==> config.mk <==
export PLATFORM = sky130hd
export DESIGN_NAME = lif_tdm_scheduler
export DESIGN_NICKNAME = d
export VERILOG_FILES = /design/src/rtl/lif_pkg.sv /design/src/rtl/lif_update_core.sv /design/src/rtl/lif_tdm_scheduler.sv
export SDC_FILE = /design/constraint.sdc
export NUM_CORES = 1
export LEC_CHECK = 0
export ABC_AREA = 1
export BUFFER_PORTS_ARGS = -buffer_cell sky130_fd_sc_hd__buf_2
export CORE_AREA = 2 2 243 173
export CTS_BUF_LIST = sky130_fd_sc_hd__clkbuf_2 sky130_fd_sc_hd__clkbuf_4 sky130_fd_sc_hd__clkbuf_8
export DETAILED_ROUTE_END_ITERATION = 12
export DIE_AREA = 0 0 245 175
export GPL_TIMING_DRIVEN = 0
export SLEW_MARGIN = 20
export SYNTH_ARGS = -nofsm -noshare
export SYNTH_HDL_FRONTEND = slang
export SYNTH_SLANG_ARGS = --single-unit
==> constraint.sdc <==
create_clock -name clk -period 6.85 [get_ports clk]
set_clock_uncertainty 0.05 [all_clocks]
set_input_delay 1.0275 -clock clk [delete_from_list [all_inputs] [get_ports clk]]
set_output_delay 1.0275 -clock clk [all_outputs]
set_load 0.005 [all_outputs]
==> src/rtl/lif_pkg.sv <==
// Shared definitions for the time-multiplexed LIF neuron block.
// Holds the datapath width, the Q8 fixed-point shift, the adaptation bounds
// for threshold and beta, and the scheduler FSM state encoding.
package lif_pkg;

  localparam int STATE_W  = 8;
  localparam int Q8_SHIFT = 8;

  localparam logic [STATE_W-1:0] THR_MAX  = 8'd220;
  localparam logic [STATE_W-1:0] THR_MIN  = 8'd8;
  localparam logic [STATE_W-1:0] BETA_MAX = 8'd220;
  localparam logic [STATE_W-1:0] BETA_MIN = 8'd128;

  typedef enum logic [1:0] {
    ST_IDLE = 2'd0,
    ST_RUN  = 2'd1,
    ST_DONE = 2'd2
  } fsm_t;

endpackage

==> src/rtl/lif_update_core.sv <==
// Combinational single-neuron LIF update, shared by all neurons.
// Ports:
//   s, th, b, c            : membrane state, threshold, beta (Q8), input current
//   learn_thr, learn_beta  : enable threshold / beta adaptation
//   next_s, next_th, next_b: updated state, threshold, beta
//   spike                  : spike decision taken on the pre-update state
module lif_update_core
  import lif_pkg::*;
#(
  parameter int ADAPT_INC = 295,
  parameter int ADAPT_DEC = 244
) (
  input  logic [STATE_W-1:0] s,
  input  logic [STATE_W-1:0] th,
  input  logic [STATE_W-1:0] b,
  input  logic [STATE_W-1:0] c,
  input  logic               learn_thr,
  input  logic               learn_beta,
  output logic [STATE_W-1:0] next_s,
  output logic [STATE_W-1:0] next_th,
  output logic [STATE_W-1:0] next_b,
  output logic               spike
);

  localparam int PROD_W = 2 * STATE_W + 1;
  localparam logic [PROD_W-1:0] K_INC = PROD_W'(ADAPT_INC);
  localparam logic [PROD_W-1:0] K_DEC = PROD_W'(ADAPT_DEC);

  // Q8 multiply: 17-bit product, shifted down and truncated to the state width.
  function automatic logic [STATE_W-1:0] q8_scale(input logic [STATE_W-1:0] x,
                                                  input logic [PROD_W-1:0]  k);
    logic [PROD_W-1:0] p;
    p = {{(PROD_W-STATE_W){1'b0}}, x} * k;
    return p[Q8_SHIFT +: STATE_W];
  endfunction

  // Unsigned add that clamps at full scale instead of wrapping.
  function automatic logic [STATE_W-1:0] sat_add(input logic [STATE_W-1:0] x,
                                                 input logic [STATE_W-1:0] y);
    logic [STATE_W:0] sum;
    sum = {1'b0, x} + {1'b0, y};
    return sum[STATE_W] ? {STATE_W{1'b1}} : sum[STATE_W-1:0];
  endfunction

  always_comb begin
    spike   = (s >= th);
    next_s  = s;
    next_th = th;
    next_b  = b;
    if (spike) begin
      next_s = '0;
      if (learn_thr && (th < THR_MAX))  next_th = q8_scale(th, K_INC);
      if (learn_beta && (b < BETA_MAX)) next_b  = q8_scale(b, K_INC);
    end else begin
      next_s = sat_add(c, q8_scale(s, {{(PROD_W-STATE_W){1'b0}}, b}));
      if (learn_thr && (th > THR_MIN))  next_th = q8_scale(th, K_DEC);
      if (learn_beta && (b > BETA_MIN)) next_b  = q8_scale(b, K_DEC);
    end
  end

endmodule

==> src/rtl/lif_tdm_scheduler.sv <==
// Time-multiplexed LIF scheduler: one shared update core walks neurons
// 0..N_NEURONS-1 per timestep, one input current beat per neuron.
// Ports:
//   clk, rst_n            : clock, synchronous active-low reset
//   step_start            : begin a timestep (only honoured when idle)
//   learn_thr, learn_beta : adaptation enables, sampled on each accepted beat
//   cur_data/valid/ready  : input current stream for neuron cur_idx
//   cur_idx               : neuron the next beat belongs to
//   spike_vec             : per-neuron spike result, updated as neurons are processed
//   step_done             : one-cycle pulse after the last neuron
//   busy                  : timestep in progress (RUN or DONE)
module lif_tdm_scheduler
  import lif_pkg::*;
#(
  parameter int N_NEURONS      = 8,
  parameter int INIT_THRESHOLD = 100,
  parameter int INIT_BETA      = 224,
  parameter int ADAPT_INC      = 295,
  parameter int ADAPT_DEC      = 244,
  localparam int IDX_W         = $clog2(N_NEURONS)
) (
  input  logic                 clk,
  input  logic                 rst_n,
  input  logic                 step_start,
  input  logic                 learn_thr,
  input  logic                 learn_beta,
  input  logic [STATE_W-1:0]   cur_data,
  input  logic                 cur_valid,
  output logic                 cur_ready,
  output logic [IDX_W-1:0]     cur_idx,
  output logic [N_NEURONS-1:0] spike_vec,
  output logic                 step_done,
  output logic                 busy
);

  localparam logic [IDX_W-1:0] LAST_IDX = IDX_W'(N_NEURONS - 1);

  fsm_t               fsm_q, fsm_d;
  logic [IDX_W-1:0]   idx_q, idx_d;
  logic [STATE_W-1:0] state_q [N_NEURONS];
  logic [STATE_W-1:0] thr_q   [N_NEURONS];
  logic [STATE_W-1:0] beta_q  [N_NEURONS];
  logic [N_NEURONS-1:0] spike_q;

  logic               accept;
  logic [STATE_W-1:0] next_s, next_th, next_b;
  logic               spike;

  assign cur_ready = (fsm_q == ST_RUN);
  assign accept    = cur_valid & cur_ready;
  assign cur_idx   = idx_q;
  assign spike_vec = spike_q;
  assign step_done = (fsm_q == ST_DONE);
  assign busy      = (fsm_q != ST_IDLE);

  always_comb begin
    fsm_d = fsm_q;
    idx_d = idx_q;
    case (fsm_q)
      ST_IDLE: begin
        if (step_start) begin
          fsm_d = ST_RUN;
          idx_d = '0;
        end
      end
      ST_RUN: begin
        if (accept) begin
          if (idx_q == LAST_IDX) begin
            fsm_d = ST_DONE;
            idx_d = '0;
          end else begin
            idx_d = idx_q + 1'b1;
          end
        end
      end
      ST_DONE: fsm_d = ST_IDLE;
      default: fsm_d = ST_IDLE;
    endcase
  end

  always_ff @(posedge clk) begin
    if (!rst_n) begin
      fsm_q <= ST_IDLE;
      idx_q <= '0;
    end else begin
      fsm_q <= fsm_d;
      idx_q <= idx_d;
    end
  end

  lif_update_core #(
    .ADAPT_INC (ADAPT_INC),
    .ADAPT_DEC (ADAPT_DEC)
  ) u_core (
    .s          (state_q[idx_q]),
    .th         (thr_q[idx_q]),
    .b          (beta_q[idx_q]),
    .c          (cur_data),
    .learn_thr  (learn_thr),
    .learn_beta (learn_beta),
    .next_s     (next_s),
    .next_th    (next_th),
    .next_b     (next_b),
    .spike      (spike)
  );

  // Neuron storage: only the neuron addressed by cur_idx is written, on accept.
  always_ff @(posedge clk) begin
    if (!rst_n) begin
      for (int i = 0; i < N_NEURONS; i++) begin
        state_q[i] <= '0;
        thr_q[i]   <= STATE_W'(INIT_THRESHOLD);
        beta_q[i]  <= STATE_W'(INIT_BETA);
      end
      spike_q <= '0;
    end else if (accept) begin
      state_q[idx_q] <= next_s;
      thr_q[idx_q]   <= next_th;
      beta_q[idx_q]  <= next_b;
      spike_q[idx_q] <= spike;
    end
  end

endmodule

---- Yosys cells after proc, flatten, opt, wreduce, memory -nomap -nowiden ----
Memory sizes are Yosys's and may differ from the RTL's. A register that Yosys moved wholly into a read port is not among the register bits.
Index checks and enable logic that the tools add are counted.
storage, ports and cells
  word-level logic and storage cells ...... 78
  register bits after elaboration ......... 13
  input port bits ......................... 14
  memories ................................ 3
  RAM bits ................................ 192
  output and inout port bits .............. 14
memories
  memory   depth  bits a word  read ports  clocked after Yosys merged registers in  wr ports  RTL line                 source
  beta_q   8      8            1           1                                        8         lif_tdm_scheduler.sv:42  logic [STATE_W-1:0] beta_q [N_NEURONS];
  state_q  8      8            1           1                                        8         lif_tdm_scheduler.sv:40  logic [STATE_W-1:0] state_q [N_NEURONS];
  thr_q    8      8            1           1                                        8         lif_tdm_scheduler.sv:41  logic [STATE_W-1:0] thr_q [N_NEURONS];
cells by class
  order comparisons ....................... 7
  mux-type cells .......................... 38
  equal/unequal tests ..................... 6
  reduce and logical (&&, ||, !) cells .... 13
  bitwise operators ....................... 1
  add/subtract/negate cells ............... 2
  multipliers ............................. 5
operators by type and width
  operator                                                                  number
  8-bit two-way mux                                                         11
  3-bit two-way mux                                                         12
  8-bit by 9-bit multiplier with 16-bit output (second input constant)      2
  8-bit by 6-bit multiplier with 14-bit output (second input constant)      2
  8-bit OR reduction                                                        3
  8-bit < comparator (second input constant)                                2
  8-bit by 8-bit multiplier with 16-bit output                              1
  8-bit by 8-bit adder with 9-bit output                                    1
  8-bit bitwise mux                                                         1
  8-bit greater-or-equal comparator                                         1
  8-bit by 4-bit > comparator with 1-bit output (second input constant)     1
  8-bit > comparator (second input constant)                                1
  1-bit two-way mux                                                         8
  2-bit two-way mux                                                         3
  3-bit case mux with 2 select lines                                        1
  3-bit AND reduction                                                       2
  1-bit logical AND                                                         5
  3-bit by 4-bit < comparator with 1-bit output (second input constant)     1
  2-bit by 1-bit inequality test with 1-bit output (second input constant)  2
  2-bit case mux with 2 select lines                                        1
  2-bit nonzero test                                                        2
  3-bit by 1-bit adder with 3-bit output (second input constant)            1
  1-bit demux with 3-bit select                                             1
  3-bit == test (second input constant)                                     1
  other kinds (6)                                                           6

---- Logic depth before layout (Yosys ltp) ----
  word-level depth ........................ 7
  depth in mapped cells ................... 41

---- By module ----
Synthesis repeated with hierarchy kept, for this count alone.
second synthesis, totals
  cell total of the unflattened synthesis .. 2,122
  area total of the unflattened synthesis .. 17,401.7 um^2
modules (own cells, without submodules)
  module             area an instance (um^2)  cells each  sequential area each (um^2)  times used
  lif_tdm_scheduler  9,472.8                  990         6,085.8                      1
  lif_update_core    7,928.9                  1,132       0.0                          1

---- Worst setup path before layout ----
Ideal clock, no wire load.
  kind .................................... register to register
  start point ............................. register with a tool-made name
  end point ............................... memory state_q[0][0], data pin
  period minus slack after synthesis ...... 6.967 ns
  library setup time ...................... 0.270 ns
  data required time ...................... 6.530 ns
  stages on the path, launching flop included .. 38
  data arrival time ....................... 6.648 ns
  path slack .............................. -0.117 ns
  path through ............................ dfxtp_1 buf_4 inv_2 buf_2 buf_2 o21ai_0 o22ai_1 inv_1 o21ai_2 clkinv_1 nor2_1 fa_1 fa_1 fa_1 inv_1 fa_1 inv_1 ha_1 [... 2 more ...] inv_1 nand2_2 nand2_1 nand3_1 nand2_1 ha_1 a21oi_1 o21ai_0 nand2_1 nand2_1 nand2_1 a21oi_1 nor2_1 nor2_1 nor2_1 inv_1 o21ai_1 nor2_1
RTL lines
  item           RTL line
  end, declared  lif_tdm_scheduler.sv:40

==> results.yml <==
routing:
  drtAntennaViolNets: 0
  dr.pass1.iters: 8
  drt_iter0_markers: 1248
  wirelength_um: 52800
  wl_per_cell_um: 19.8
  vias: 14373
  viasPerCell: 5.39
  drc_errors: 0
synthesis:
  synth_flop_cell: "edfxtp_1"
  syn_avg_cell_area_um2: 8.68
  synth_warnings: 0
  syn_inst: 1940
  ys_ff_latch: 208
  synth-edff-count: 192
  netlist_area_um2: 16800
  ys_seq_area_frac: 0.361
  async_reset_ff_frac: 0
  synth_nets: 2231
  ys_types: 51
final_layout:
  num-fill-cells: 3797
  final_cell_mix: "nor2_1, nand2_1, inv_1"
  finish.utilization: 0.501
  mostFrequentLayoutCell: "nor2_1"
  fin_nets: 2388
  diodes: 0
  drive_above_1_share: 0.185
  syn2layout_area_growth_pct: 20.6
critical_path:
  worst_path_largest_cell_delay_ps: 520
  critPathTopFamily: "adder cells"
  reg2reg_slack_ps: 160
  cp-start-kind: "register"
  cpMaxStageDelayCell: "fa_1"
  end_kind: "register"
  crit_arrival_ps: 6900
  crit_buf_inv: 8
  cp_max_fo: 10
  worstSetupPathType: "reg2reg"
  required_ps: 7050
die:
  die_w_um: 245
  dieArea_um2: 42900
  initial_utilization: 0.415
  num_io_pins: 28
  fp.dieH_um: 175
  row_count: 62
  coreArea_um2: 40600
clocking:
  clkLatencyLatePin_ps: 550
  cts_num_sinks: 208
  cts_made_buffers: 36
  cts_tree: "done"
  clock_path_buffers: 3
  cts.clk_slew.worst_paths_ps: 60
  cts_root_buf: "clkbuf_8"
  h-tree-depth: 2
  cts_hold_buf: 0
timing:
  fin_crit_ps: 6690
  timing.fmax_mhz: 149
  worst_pin_slew_ps: 1010
  setup_ws_ps: 156
  finalHoldViolCount: 0
  finalSetupViolations: 0
  finalCritPeriodShare: 0.977
  slew_viol_final: 0
  slew_headroom: 0.324
global_route:
  grt_usage: 0.242
  grt_pass1_vias: 13648
  antenna_found_initial: 1
  grt_max_degree: 25
  grt.overflow.total: 0
  grt_pass1_wl_um: 79400
placed_design:
  globalplace.congestion: 0.891
  dp_hpwl_um: 36600
  pre_cts_slack_ps: -1870
  port-buffer-count: 27
flow_run:
  maxCapViolations: 0
min_path:
  hold_class: "reg2reg"
status:
  status: "completed"
path summary, 6_finish.rpt:
check	cells after the start	from	to
min reg2reg	2	spike_vec[5]$_SDFFE_PN0P_	spike_vec[5]$_SDFFE_PN0P_
max	32	register	state_q[2][3]$_SDFFCE_PN0P_
max reg2reg	32	register	state_q[2][3]$_SDFFCE_PN0P_
min	2	spike_vec[5]$_SDFFE_PN0P_	spike_vec[5]$_SDFFE_PN0P_
layout make-up:
class / instances / area, µm² / area share
clock buffer: 48 / 592 / 0.0291
buffer: 59 / 596 / 0.0293
clock inverter: 16 / 77.6 / 0.00382
tap: 544 / 681 / 0.0335
timing repair buffer: 119 / 1170 / 0.0574
sequential: 208 / 6090 / 0.300
multi-input combinational: 1410 / 10100 / 0.495
inverter: 263 / 1050 / 0.0515
worst register-to-register path: cells and delay by family (launching register included):
| family | cells | cell delay (ps) |
|---|---|---|
| adders and majority gates | 6 | 2420 |
| AOI/OAI and AO/OA | 9 | 1330 |
| buffers and inverters | 8 | 1230 |
| and+or+nand+nor | 8 | 800 |
| DFF | 1 | 320 |
| xor gates and xnor gates | 1 | 220 |
state kept, by name, indices dropped and copies added, names as in the netlist, named ones only:
name       flops
fsm_q          2
spike_vec      8
state_q       64
cur_idx        3
beta_q        64
thr_q         64
kinds of logic (layout without fill, tap and decap cells):
family | after synthesis | in the layout | synth area share
buf+inv | 322 | 505 | 0.0794
xor+xnor | 20 | 20 | 0.0108
compound gates | 323 | 323 | 0.110
fa+ha+maj | 277 | 277 | 0.244
simple gates | 790 | 790 | 0.194
flops | 208 | 208 | 0.361
Yosys cell counts (3+ instances only):
library cell / number / share of area
a211oi_1: 7 / 0.0031
a21oi_1: 108 / 0.032
and2_1: 8 / 0.0030
buf_1: 3 / 0.00067
buf_2: 17 / 0.0051
buf_4: 12 / 0.0053
buf_6: 8 / 0.0053
clkbuf_1: 19 / 0.0042
dfxtp_1: 16 / 0.019
edfxtp_1: 192 / 0.34
fa_1: 86 / 0.10
ha_1: 191 / 0.14
inv_1: 246 / 0.055
inv_2: 14 / 0.0031
nand2_1: 304 / 0.068
nand2_2: 15 / 0.0056
nand3_1: 122 / 0.036
nand3b_1: 3 / 0.0013
nand4_1: 7 / 0.0026
nor2_1: 308 / 0.069
nor3_1: 9 / 0.0027
o211ai_1: 7 / 0.0031
o211ai_2: 11 / 0.0082
o21a_1: 5 / 0.0022
o21ai_0: 94 / 0.028
o21ai_1: 44 / 0.013
o21ai_2: 7 / 0.0036
o21bai_1: 3 / 0.0013
o22ai_1: 26 / 0.0097
or2_2: 4 / 0.0015
xnor2_1: 6 / 0.0031
xor2_1: 13 / 0.0068
metal layers:
layer | share of wire | track usage
met2 | 0.44 | 0.374
met1 | 0.45 | 0.351
met5 | 0.00025 | 0
met4 | 0.022 | 0.0610
met3 | 0.091 | 0.0438
through the flow:
step,cells,setup TNS [ps],hold WS [ps],instance area [µm²]
final,2667,0,437,20300
after global routing,2667,-3820,484,20300
after CTS,2608,0,439,19200
after detailed placement,2517,-110210,424,17800
after global placement,2511,-104680,417,17700
after floorplan,1940,0,427,16800
what timing repair did:
item,4_1_cts,5_1_grt
cloned,0,9
setup endpoints to repair,72,64
resized for setup,132,122
setup buffers,27,50
pin swaps,22,64
hold endpoints to repair,0,0
Power is left out: the tool's default activity adds up to more than one toggle a clock period on the data nets, which glitch-free logic cannot reach.
